<file path="src/rtl/mem_access_pkg.sv">
// Shared encodings for the MEM-stage load/store initiator: request sizes,
// FSM states and the default data memory depth.
package mem_access_pkg;

    localparam logic [1:0] SZ_BYTE    = 2'd0;
    localparam logic [1:0] SZ_HALF    = 2'd1;
    localparam logic [1:0] SZ_WORD    = 2'd2;
    localparam logic [1:0] SZ_ILLEGAL = 2'd3;

    localparam int DEFAULT_MEM_WORDS = 512;

    typedef enum logic [2:0] {
        ST_IDLE   = 3'd0,
        ST_RD     = 3'd1,
        ST_WR     = 3'd2,
        ST_RMW_RD = 3'd3,
        ST_RMW_WR = 3'd4
    } state_t;

endpackage

</file>
<file path="src/rtl/byte_lane_merge.sv">
// Combinational lane logic: extracts and extends a load lane from a memory
// word, and merges store data into the addressed lane(s) of an old word.
module byte_lane_merge
    import mem_access_pkg::*;
#(
    parameter bit BIG_ENDIAN = 1'b1
) (
    input  logic [31:0] mem_word,
    input  logic [31:0] wdata,
    input  logic [1:0]  offset,
    input  logic [1:0]  size,
    input  logic        sign_ext,
    output logic [31:0] load_data,
    output logic [31:0] merged
);

    logic [4:0]  shamt;
    logic [31:0] lane_mask;
    logic [31:0] shifted;

    // NOTE: every signal written here gets a default first, so no path through
    // the case can leave it unassigned and infer a latch.
    always_comb begin
        shamt     = 5'd0;
        lane_mask = 32'hFFFF_FFFF;
        case (size)
            SZ_BYTE: begin
                shamt     = {(BIG_ENDIAN ? ~offset : offset), 3'b000};
                lane_mask = 32'h0000_00FF;
            end
            SZ_HALF: begin
                // Only offsets 0 and 2 reach here; the half sits in the upper
                // 16 bits for BE offset 0 or LE offset 2.
                shamt     = {offset[1] ^ BIG_ENDIAN, 4'b0000};
                lane_mask = 32'h0000_FFFF;
            end
            default: begin
                shamt     = 5'd0;
                lane_mask = 32'hFFFF_FFFF;
            end
        endcase

        shifted = mem_word >> shamt;

        case (size)
            SZ_BYTE: load_data = {{24{sign_ext & shifted[7]}}, shifted[7:0]};
            SZ_HALF: load_data = {{16{sign_ext & shifted[15]}}, shifted[15:0]};
            default: load_data = mem_word;
        endcase

        merged = (mem_word & ~(lane_mask << shamt)) | ((wdata & lane_mask) << shamt);
    end

endmodule

</file>
<file path="src/rtl/mem_access_unit.sv">
// MEM-stage load/store initiator for a word-addressed, level-sensitive data
// memory; sub-word stores are done as read-modify-write.
module mem_access_unit
    import mem_access_pkg::*;
#(
    parameter int MEM_WORDS  = DEFAULT_MEM_WORDS,
    parameter bit BIG_ENDIAN = 1'b1
) (
    input  logic        clk,
    input  logic        rst,
    input  logic        req_valid,
    output logic        req_ready,
    input  logic        req_we,
    input  logic [1:0]  req_size,
    input  logic        req_signed,
    input  logic [31:0] req_addr,
    input  logic [31:0] req_wdata,
    output logic        rsp_valid,
    output logic [31:0] rsp_rdata,
    output logic        rsp_err,
    output logic        MemRead,
    output logic        MemWrite,
    output logic [31:0] Addr,
    output logic [31:0] Wdata,
    input  logic [31:0] Rdata
);

    state_t      state, state_next;
    logic [1:0]  lat_size;
    logic [1:0]  lat_offset;
    logic        lat_signed;
    logic [31:0] lat_wdata;

    logic        accept, bad_req;
    logic        rsp_valid_next, rsp_err_next;
    logic [31:0] rsp_rdata_next, addr_next, wdata_next;
    logic [31:0] load_data, merged;

    assign accept  = req_valid && req_ready;
    assign bad_req = (req_size == SZ_ILLEGAL)
                  || (req_size == SZ_HALF && req_addr[0])
                  || (req_size == SZ_WORD && req_addr[1:0] != 2'b00)
                  || ((req_addr >> 2) >= 32'(MEM_WORDS));

    byte_lane_merge #(.BIG_ENDIAN(BIG_ENDIAN)) u_lane (
        .mem_word  (Rdata),
        .wdata     (lat_wdata),
        .offset    (lat_offset),
        .size      (lat_size),
        .sign_ext  (lat_signed),
        .load_data (load_data),
        .merged    (merged)
    );

    always_comb begin
        state_next     = state;
        rsp_valid_next = 1'b0;
        rsp_err_next   = 1'b0;
        rsp_rdata_next = 32'd0;
        addr_next      = Addr;
        wdata_next     = Wdata;
        case (state)
            ST_IDLE: begin
                if (accept) begin
                    if (bad_req) begin
                        rsp_valid_next = 1'b1;
                        rsp_err_next   = 1'b1;
                    end else begin
                        addr_next = req_addr >> 2;
                        if (!req_we) begin
                            state_next = ST_RD;
                        end else if (req_size == SZ_WORD) begin
                            state_next = ST_WR;
                            wdata_next = req_wdata;
                        end else begin
                            state_next = ST_RMW_RD;
                        end
                    end
                end
            end
            ST_RD: begin
                state_next     = ST_IDLE;
                rsp_valid_next = 1'b1;
                rsp_rdata_next = load_data;
            end
            ST_RMW_RD: begin
                // Old word is merged straight off Rdata while MemRead holds it.
                state_next = ST_RMW_WR;
                wdata_next = merged;
            end
            ST_WR, ST_RMW_WR: begin
                state_next     = ST_IDLE;
                rsp_valid_next = 1'b1;
            end
            default: state_next = ST_IDLE;
        endcase
    end

    // NOTE: sequential state uses non-blocking assignments so every register
    // samples the pre-edge values, independent of statement order.
    always_ff @(posedge clk) begin
        if (rst) begin
            state      <= ST_IDLE;
            req_ready  <= 1'b1;
            rsp_valid  <= 1'b0;
            rsp_err    <= 1'b0;
            rsp_rdata  <= 32'd0;
            MemRead    <= 1'b0;
            MemWrite   <= 1'b0;
            Addr       <= 32'd0;
            Wdata      <= 32'd0;
            lat_size   <= SZ_BYTE;
            lat_offset <= 2'b00;
            lat_signed <= 1'b0;
            lat_wdata  <= 32'd0;
        end else begin
            state     <= state_next;
            req_ready <= (state_next == ST_IDLE);
            MemRead   <= (state_next == ST_RD) || (state_next == ST_RMW_RD);
            MemWrite  <= (state_next == ST_WR) || (state_next == ST_RMW_WR);
            rsp_valid <= rsp_valid_next;
            rsp_err   <= rsp_err_next;
            rsp_rdata <= rsp_rdata_next;
            Addr      <= addr_next;
            Wdata     <= wdata_next;
            if (accept) begin
                lat_size   <= req_size;
                lat_offset <= req_addr[1:0];
                lat_signed <= req_signed;
                lat_wdata  <= req_wdata;
            end
        end
    end

endmodule

</file>
<file path="config.mk">
export PLATFORM = sky130hd
export DESIGN_NAME = mem_access_unit
export DESIGN_NICKNAME = d
export VERILOG_FILES = /design/src/rtl/mem_access_pkg.sv /design/src/rtl/byte_lane_merge.sv /design/src/rtl/mem_access_unit.sv
export SDC_FILE = /design/constraint.sdc
export NUM_CORES = 1
export LEC_CHECK = 0
export BUFFER_PORTS_ARGS = -buffer_cell sky130_fd_sc_hd__buf_2
export CAP_MARGIN = 40
export CELL_PAD_IN_SITES_DETAIL_PLACEMENT = 1
export CELL_PAD_IN_SITES_GLOBAL_PLACEMENT = 1
export CORE_MARGIN = 3
export CORE_UTILIZATION = 37
export CTS_CLUSTER_SIZE = 40
export DETAILED_ROUTE_END_ITERATION = 10
export GPL_TIMING_DRIVEN = 0
export PLACE_DENSITY = 0.86
export SLEW_MARGIN = 20
export SYNTH_ARGS = -nofsm -noshare
export SYNTH_HDL_FRONTEND = slang
export SYNTH_SLANG_ARGS = --single-unit
</file>
<file path="constraint.sdc">
create_clock -name clk -period 2.4 [get_ports clk]
set_clock_uncertainty 0.2 [all_clocks]
set_input_delay 0.36 -clock clk [delete_from_list [all_inputs] [get_ports clk]]
set_output_delay 0.36 -clock clk [all_outputs]
set_load 0.02 [all_outputs]
</file>
==> results.md <==
* DP Cell Count at 1182
* Setup violations, final at 1
* Fill cells at 2117
* Final net count at 1115
* Antenna Violating Nets Remaining at 0
* Worst-Margin Slew at 0.7291 ns
* Global-route wire length before repair at 40.56 mm
* WS Path Type: in -> reg
* Clock sinks at 139
* Vias at just over 7000
* Vias per cell at 5.719
* VDD IR max at around 0.52 mV
* Number of buffers added on ports at 200
* Final instance area at roughly 0.0086 mm^2
* Clk pin slew, worst setup/hold paths at 0.07 ns
* Hpwl dp at 19.48 mm
* I/O Pins at 204
* Root Buffer: clkbuf_16
* H-tree Lvls at 4
* Hold Fails Final Rpt at 0
* Slowest cell on crit path: dlygate4sd3_1
* Clock Tree Buf Depth at 2
* Worst Hold Class: in -> reg
* Failing checks: setup timing
* Ys async rst share at 0%
* Slowest stage delay, CP at 0.54 ns
* Power per cell area at approximately 660 mW/mm^2
* Final Cycle Share at 100.1%
* Max Clk Rate at about 0.42 GHz
* GRT Total Usage at 28.12%
* Area Growth Syn to Fin at 34.26%
* CP endpoint kind: register
* Ant. Diodes at 0
* Minimum clock period at 2.403 ns
* Leakage at 0.003864 uW
* CP max FO at 10
* Vert. Die Dim at 137.6 um
* Placed inst area at 0.007692 mm^2
* FF+latch area at 0.002783 mm^2
* TritonCTS clock tree: built
* Post-synthesis cell area at roughly 0.0064 mm^2
* Syn Area/Cell at between 8 and 9 um^2
* CP delay by family, top: buffers and inverters
* Total routed wirelength at ~27 mm
* DR pass1 iterations at 7
* Max Cap Viol at 0
* Layout Cells excl Fill at 1244
* Vias in the first global route at 7346
* Pins Over Slew Limit at 0
* Multi-input logic area at 0.003319 mm^2
* Largest net degree at the start of global routing at 17
* Overall die width at 137.6 um
* Initial core utilization at 38.26%
* Seq cells post-synth at between 100 and 150
* Slew headroom at 51.39%
* Crit path DAT at 2.53 ns
* Worst skew pair latency at 0.43 ns
* RD Place Congestion at 0.9512
* Die area at 0.01895 mm^2
* Post-Synthesis Cells at around 760
* Worst Setup Start Kind: input pin
* Drt drc at 0
* Worst path bufs/invs at 3
* Required time worst endpoint at 2.53 ns
* Layout cell share with drive strength beyond 1 at between 20% and 30%
* Unique cell type count in the Yosys netlist at 51
* Row cnt at 47
* Synth Flop Type: dfxtp_1
* Crit-path cells: dlygate4sd3_1, buf_2, nand3b_1, o21ai_0, a41oi_4, clkbuf_4, mux2i_1
* Outcome: complete, but fails checks
* Post-synth EDFFs at 0
* Initial DRC count at 597
* Total gr overflow at 0
* YS warnings at 0
* Drt wl/cell at 21.70 um
* Antenna violations before repair at 0
* Post-CTS Setup Bufs at 0
* CTS Buf Count at 17
* Sequential fraction of the synthesis area at 43.40%
* Core Footprint at 0.01676 mm^2
* Setup slack after layout at -0.003350 ns
-- cell usage in the layout (no fill, tap or decap), types with 17 or more instances in the layout --
cell type | Yosys | final
buf_2 | 15 | 215
dfxtp_1 | 139 | 139
a21oi_1 | 96 | 96
nand2_1 | 95 | 95
clkbuf_1 | 47 | 45
nor2_1 | 42 | 41
mux2i_1 | 41 | 41
nand2b_1 | 33 | 33
a311o_1 | 32 | 32
o21ai_0 | 31 | 31
and2_1 | 30 | 30
nand3_1 | 30 | 30
dlygate4sd3_1 | 0 | 30
clkbuf_16 | 0 | 17
-- report_power, final --
group / internal (uW) / total [uW] / switching, uW
combinational: 249 / 656 / 407
sequential: 2340 / 2380 / 34.8
clock: 1550 / 2660 / 1120
-- cells in the mapped netlist, types with 3 or more instances --
cell type,instances,area [um^2]
a311o_1,32,320.3
a22o_1,8,70.07
nand2b_1,33,206.5
nor2_1,42,157.7
o31ai_1,9,67.56
a221oi_1,8,70.07
nor4b_1,3,26.28
dfxtp_1,139,2783
nand3_1,30,150.1
mux2i_1,41,410.4
o22ai_1,7,43.79
buf_1,9,33.78
a22oi_1,8,60.06
buf_2,15,75.07
o211ai_1,16,120.1
nand4_1,11,68.82
a21oi_1,96,480.5
nor4_1,4,25.02
o21ai_0,31,155.2
and3_1,3,18.77
clkbuf_1,47,176.4
nor3b_1,8,60.06
nor3_1,5,25.02
and2_1,30,187.7
nand2_1,95,356.6
-- registers in the layout, summed over array words and instances (netlist names) --
name        cells
rsp_err         1
lat_wdata      32
Wdata          32
lat_signed      1
rsp_rdata      32
Addr           30
lat_size        2
MemRead         1
req_ready       1
MemWrite        1
rsp_valid       1
lat_offset      2
state           3
-- path summary, 6_finish.rpt --
| path | startpoint | slack (ns) | cells past startpoint | endpoint |
|---|---|---|---|---|
| setup / recovery | req_size[1] | -0.003 | 7 | Wdata[13]$_SDFFE_PP0P_ |
| hold / removal | req_wdata[23] | 0.002 | 3 | lat_wdata[23]$_SDFFE_PP0P_ |
| setup reg to reg | state[1]$_SDFF_PP0_ | 0.06 | 6 | Wdata[13]$_SDFFE_PP0P_ |
| hold reg to reg | Addr[14]$_SDFFE_PP0P_ | 0.26 | 1 | Addr[14]$_SDFFE_PP0P_ |
-- final cells by class --
type                            instances  area share, %
Buffer                                 75          3.779
Clock buffer                           17          4.941
Clock inverter                         14          1.904
Inverter                                3         0.1308
Multi-Input combinational cell        545          38.56
Sequential cell                       139          32.32
Tap cell                              220          3.197
Timing Repair Buffer                  231          15.17
-- through the flow --
stage                     total power, uW  util [%]  setup slack (ns)  hold slack (ns)   TNS (ns)
final                                5698     51.37         -0.003350         0.001918  -0.003350
after global routing                 5873     51.37          -0.03668         0.005881   -0.03965
after CTS                            5683     51.21          0.009546        0.0009618          0
after detailed placement             3016     45.90           -0.1027           0.2398     -1.989
after global placement               3002     45.90          -0.06800           0.2367     -1.685
after floorplan                      2740         -            0.3586           0.2364          0
-- metal layers --
| layer | up-vias | track usage (%) | part of all wire [%] |
|---|---|---|---|
| met5 | - | 0 | 0 |
| met4 | 0 | 13.14 | 4.2 |
| met3 | 74 | 7.232 | 9.2 |
| met2 | 370 | 45.77 | 47 |
| met1 | 3441 | 34.72 | 40 |
| li1 | 3230 | - | - |
-- tightest hold or removal path, stage by stage --
cell,delay (ns)
buf_2,0.11
nand2_1,0.05
a21oi_1,0.06
-- timing repair --
item                                   4_1_cts  5_1_grt
setup endpoints to repair                    0       39
endpoints found under the hold margin       30        0
hold buffers                                30        0
resized for setup                            0       10
-- cell families (layout without fill, tap and decap cells) --
logic type	after synthesis	in the layout	share of synthesized area, %
simple gates	274	274	21.11
other cells	1	2	0.05848
compound gates	225	225	23.26
xor+xnor	1	1	0.1366
buf+inv	78	340	5.112
mux	43	43	6.927
flops	139	139	43.40
No activity file was read; power rests on OpenSTA's default activity.
